`src/rtl/mem_port_arbiter.sv`:
```
// Arbitrates one single-ported synchronous memory between fetch and data requesters.
// Optional perf counters are enabled with `define MEM_PORT_ARBITER_PERF_EN.
module mem_port_arbiter #(
   parameter int AW           = 32,
   parameter int DW           = 32,
   parameter int MEM_LAT      = 1,
   parameter int STARVE_LIMIT = 3
) (
   input  logic          clk,
   input  logic          rst,
   input  logic          if_req,
   input  logic [AW-1:0] if_addr,
   output logic          if_ack,
   output logic [DW-1:0] if_rdata,
   input  logic          d_req,
   input  logic          d_we,
   input  logic [AW-1:0] d_addr,
   input  logic [DW-1:0] d_wdata,
   output logic          d_ack,
   output logic [DW-1:0] d_rdata,
   output logic          mem_en,
   output logic          mem_we,
   output logic [AW-1:0] mem_addr,
   output logic [DW-1:0] mem_wdata,
   input  logic [DW-1:0] mem_rdata,
   output logic          stall
`ifdef MEM_PORT_ARBITER_PERF_EN
   ,
   output logic [31:0]   perf_if_grants,
   output logic [31:0]   perf_d_grants,
   output logic [31:0]   perf_conflicts
`endif
);

   typedef enum logic [1:0] {IDLE, ISSUE, WAIT, DONE} state_t;

   state_t     state;
   logic       owner_if;
   logic [2:0] lat_cnt;
   logic [3:0] starve_cnt;
   logic       both;
   logic       fetch_win;

   assign both      = if_req & d_req;
   assign fetch_win = if_req & (~d_req | (starve_cnt == 4'(STARVE_LIMIT)));
   assign stall     = (if_req & ~if_ack) | (d_req & ~d_ack);

   // Reads always spend MEM_LAT cycles in WAIT so the registered memory output is valid when captured.
   always_ff @(posedge clk or posedge rst) begin
      if (rst) begin
         state      <= IDLE;
         owner_if   <= 1'b0;
         lat_cnt    <= '0;
         starve_cnt <= '0;
         mem_en     <= 1'b0;
         mem_we     <= 1'b0;
         mem_addr   <= '0;
         mem_wdata  <= '0;
         if_ack     <= 1'b0;
         d_ack      <= 1'b0;
         if_rdata   <= '0;
         d_rdata    <= '0;
      end else begin
         mem_en <= 1'b0;
         mem_we <= 1'b0;
         if_ack <= 1'b0;
         d_ack  <= 1'b0;
         case (state)
            IDLE: begin
               if (if_req | d_req) begin
                  owner_if <= fetch_win;
                  mem_en   <= 1'b1;
                  if (fetch_win) begin
                     mem_we     <= 1'b0;
                     mem_addr   <= if_addr;
                     starve_cnt <= '0;
                  end else begin
                     mem_we    <= d_we;
                     mem_addr  <= d_addr;
                     mem_wdata <= d_wdata;
                     if (both && starve_cnt != 4'(STARVE_LIMIT))
                        starve_cnt <= starve_cnt + 4'd1;
                  end
                  state <= ISSUE;
               end
            end
            ISSUE: begin
               if (mem_we) begin
                  if_ack <= owner_if;
                  d_ack  <= ~owner_if;
                  state  <= DONE;
               end else begin
                  lat_cnt <= 3'(MEM_LAT - 1);
                  state   <= WAIT;
               end
            end
            WAIT: begin
               if (lat_cnt == 3'd0) begin
                  if (owner_if) if_rdata <= mem_rdata;
                  else          d_rdata  <= mem_rdata;
                  if_ack <= owner_if;
                  d_ack  <= ~owner_if;
                  state  <= DONE;
               end else begin
                  lat_cnt <= lat_cnt - 3'd1;
               end
            end
            default: state <= IDLE;
         endcase
      end
   end

`ifdef MEM_PORT_ARBITER_PERF_EN
   always_ff @(posedge clk or posedge rst) begin
      if (rst) begin
         perf_if_grants <= '0;
         perf_d_grants  <= '0;
         perf_conflicts <= '0;
      end else begin
         if (state == DONE && owner_if && perf_if_grants != '1)
            perf_if_grants <= perf_if_grants + 32'd1;
         if (state == DONE && !owner_if && perf_d_grants != '1)
            perf_d_grants <= perf_d_grants + 32'd1;
         if (state == IDLE && both && perf_conflicts != '1)
            perf_conflicts <= perf_conflicts + 32'd1;
      end
   end
`endif

endmodule

```
`config.mk`:
```
export PLATFORM = sky130hd
export DESIGN_NAME = mem_port_arbiter
export DESIGN_NICKNAME = d
export VERILOG_FILES = /design/src/rtl/mem_port_arbiter.sv
export SDC_FILE = /design/constraint.sdc
export NUM_CORES = 1
export LEC_CHECK = 0
export BUFFER_PORTS_ARGS = -buffer_cell sky130_fd_sc_hd__buf_2
export CORE_UTILIZATION = 47
export CTS_BUF_LIST = sky130_fd_sc_hd__clkbuf_16
export DETAILED_ROUTE_END_ITERATION = 12
export GPL_ROUTABILITY_DRIVEN = 0
export PLACE_DENSITY_LB_ADDON = 0.08
export SLEW_MARGIN = 20
export SYNTH_ARGS = -nofsm -noshare
export SYNTH_HDL_FRONTEND = slang
export SYNTH_SLANG_ARGS = --single-unit
```
`constraint.sdc`:
```
create_clock -name clk -period 5.55 [get_ports clk]
set_input_delay 0.555 -clock clk [delete_from_list [all_inputs] [get_ports clk]]
set_output_delay 0.555 -clock clk [all_outputs]
set_load 0.005 [all_outputs]
```
==> metrics.yaml <==
nFillCells: 988
power_leakage_nw: 3.84
dr.pass1.iters: 4
syn-instance-count: 395
first_iter_violations: 194
rr_startpoint: "starve_cnt[0]"
worstMarginPinSlew_ns: 0.948
rows: 40
r2r_slack_ns: 3.19
fin_skew_ns: 0.00707
final-max-slew-violation-count: 0
post-route-util_pct: 64.4
required_ns: 5.84
path_clk_slew_ns: 0.06
criticalPathCategory: "register to register"
grt_max_degree: 75
setup_viol: 0
cts.repair.resized: 0
min_path_type: "input pin to async pin"
netlist_area_um2: 5740
num_vias: 4239
grt_overflow: 0
drive_gt1_share_pct: 58.5
rr_worst_depth: 5
core-area_um2: 12000
yosysSeqAreaShare_pct: 61.9
grt_setup_unrepaired: "no"
layout-area-overhead-vs-synth_pct: 34.2
finalCriticalPeriod_ns: 2.36
p_per_area_nw_per_um2: 583
antenna_found_initial: 1
final.setup.tns_ns: 0
maxCapViolations: 0
post-cts-setup-buffers: 0
vias_per_cell: 5.16
maxSlewHeadroom_pct: 36.7
groute.usage.overall_pct: 24.1
io_buffers: 265
wl_per_cell_um: 17.6
ctsHoldBuffers: 0
cts_max_level: 4
clock_latency_ns: 0.41
ys_ff_latch: 142
wl_um: 14400
synth_fp_nets: 535
clockRootBuffer: "clkbuf_16"
ant_nets: 0
cp_max_fo: 57
rr_endpoint: "mem_wdata[12]"
numClockSinks: 142
nNetsFinal: 802
max_freq_mhz: 425
finalHoldViolCount: 0
cts_made_buffers: 17
fin_crit_sh_pct: 42.4
outcome: "completed"
arrival_ns: 2.65
hpwlAfterDp_um: 10400
start_util_pct: 48.0
dieHeight_um: 113
grt_pass1_vias: 4685
io_pins: 266
die_x_um: 113
cts_tree: "done"
drc: 0
ir_drop_v: 0.000301
crit_path_start_kind: "register"
synth_cell_type_count: 28
dieArea_um2: 12700
clk_path_buf_depth: 2
yosys_warnings: 0
endpoint_kind: "register"
syn_avg_cell_area_um2: 14.5
grt_pass1_wl_um: 23100
where the power goes:
part,internal [mW],total (mW),switching (mW)
Sequential,1.54,1.78,0.241
Combinational,0.949,1.67,0.719
Clock,0.642,1.04,0.400
Total,3.13,4.49,1.36
stage by stage:
stage | hold WS, ns | cell area [um2] | setup slack (ns) | total power [mW] | instances
3_3_place_gp | 0.463 | 7170 | 3.27 | 3.42 | 790
5_1_grt | 0.304 | 7710 | 3.05 | 4.78 | 821
2_1_floorplan | 0.447 | 5740 | 1.19 | 2.75 | 395
4_1_cts | 0.281 | 7700 | 3.18 | 4.54 | 820
6_report | 0.245 | 7710 | 3.19 | 4.49 | 821
3_5_place_dp | 0.468 | 7170 | 3.18 | 3.48 | 790
registers in the layout, summed over array words and instances (netlist names):
| register | count |
|---|---|
| state | 2 |
| d_ack | 1 |
| owner_if | 1 |
| mem_wdata | 32 |
| lat_cnt | 3 |
| d_rdata | 32 |
| mem_addr | 32 |
| mem_en | 1 |
| starve_cnt | 4 |
| if_rdata | 32 |
| mem_we | 1 |
| if_ack | 1 |
synthesized netlist by cell type (all sizes together):
| cell type | count | area share, % |
|---|---|---|
| a21o | 1 | 0.13 |
| a21oi | 3 | 0.26 |
| a221o | 32 | 5.6 |
| a2bb2oi | 1 | 0.15 |
| a32oi | 1 | 0.15 |
| and2 | 36 | 3.9 |
| and3b | 1 | 0.15 |
| buf | 16 | 2.0 |
| clkbuf | 6 | 0.39 |
| dfrtp | 142 | 62 |
| ha | 7 | 1.5 |
| inv | 10 | 0.65 |
| mux2 | 98 | 19 |
| nand2 | 8 | 0.52 |
| nand2b | 2 | 0.22 |
| nand3 | 4 | 0.35 |
| nand4 | 2 | 0.22 |
| nor2 | 5 | 0.33 |
| nor2b | 3 | 0.33 |
| o211a | 1 | 0.17 |
| o211ai | 3 | 0.39 |
| o21ai | 8 | 0.70 |
| o22ai | 2 | 0.22 |
| o41ai | 1 | 0.15 |
| or3b | 1 | 0.20 |
| or4 | 1 | 0.13 |
cells in the final DEF (no fill, tap or decap), types with 2 or more instances in the layout:
cell and n:
buf_2 265, dfrtp_1 142, mux2_2 96, and2_1 36, a221o_1 32, clkbuf_16 17, inv_1 12, nand2_1 8
o21ai_0 7, ha_1 7, nor2_1 5, buf_4 5, nand3_1 4, clkinv_1 4, nor2b_1 3, o211ai_1 3
clkinv_2 3, nand2b_1 2, nand4_1 2, a21oi_1 2, o22ai_1 2, mux2_1 2, bufinv_16 2
critical path: stages, from the launching register on:
cell     delay [ns]
dfrtp_1        0.40
ha_1           0.24
or3b_4         0.28
o211a_2        0.29
buf_4          0.58
mux2_2         0.41
worst max-delay path by stage:
stage / startpoint / endpoint / slack (ns) / depth (start not counted)
finish: starve_cnt[0] / mem_wdata[12] / 3.19 / 5
global route: starve_cnt[0] / mem_wdata[18] / 3.05 / 5
CTS: starve_cnt[0] / mem_wdata[12] / 3.18 / 5
detailed placement: starve_cnt[0] / mem_wdata[12] / 3.18 / 5
global placement: starve_cnt[0] / mem_wdata[21] / 3.27 / 5
floorplan: rst / d_ack / 1.19 / 1
cell families (layout without fill, tap and decap cells):
family                   count (synthesis)  in the layout  synth area share, %
multiplexers                            98             98                 19.2
AO/OA/AOI/OAI                           53             53                 7.91
other                                    0              1                    0
AND/OR/NAND/NOR                         63             63                 6.36
adder cells (fa/ha/maj)                  7              7                 1.53
flip-flops                             142            142                 61.9
buffers and inverters                   32            310                 3.09
final cells by class:
type | instances | area [um2] | share of cell area (%)
multi-input combinational | 221 | 2030 | 26.3
clock buffer | 17 | 425 | 5.52
tap | 147 | 184 | 2.39
antenna | 1 | 2.50 | 0.0325
timing repair buffer | 270 | 1360 | 17.7
sequential | 142 | 3550 | 46.1
inverter | 10 | 42.5 | 0.552
clock inverter | 13 | 110 | 1.43
metal layers:
metal	GRT usage (%)	vias up	wire, um
met5	0	-	0
met4	11.3	0	339
met3	7.67	23	908
met2	42.4	160	7610
met1	26.5	2086	5560
li1	-	1970	-
Power figures use the tool's default switching activity.
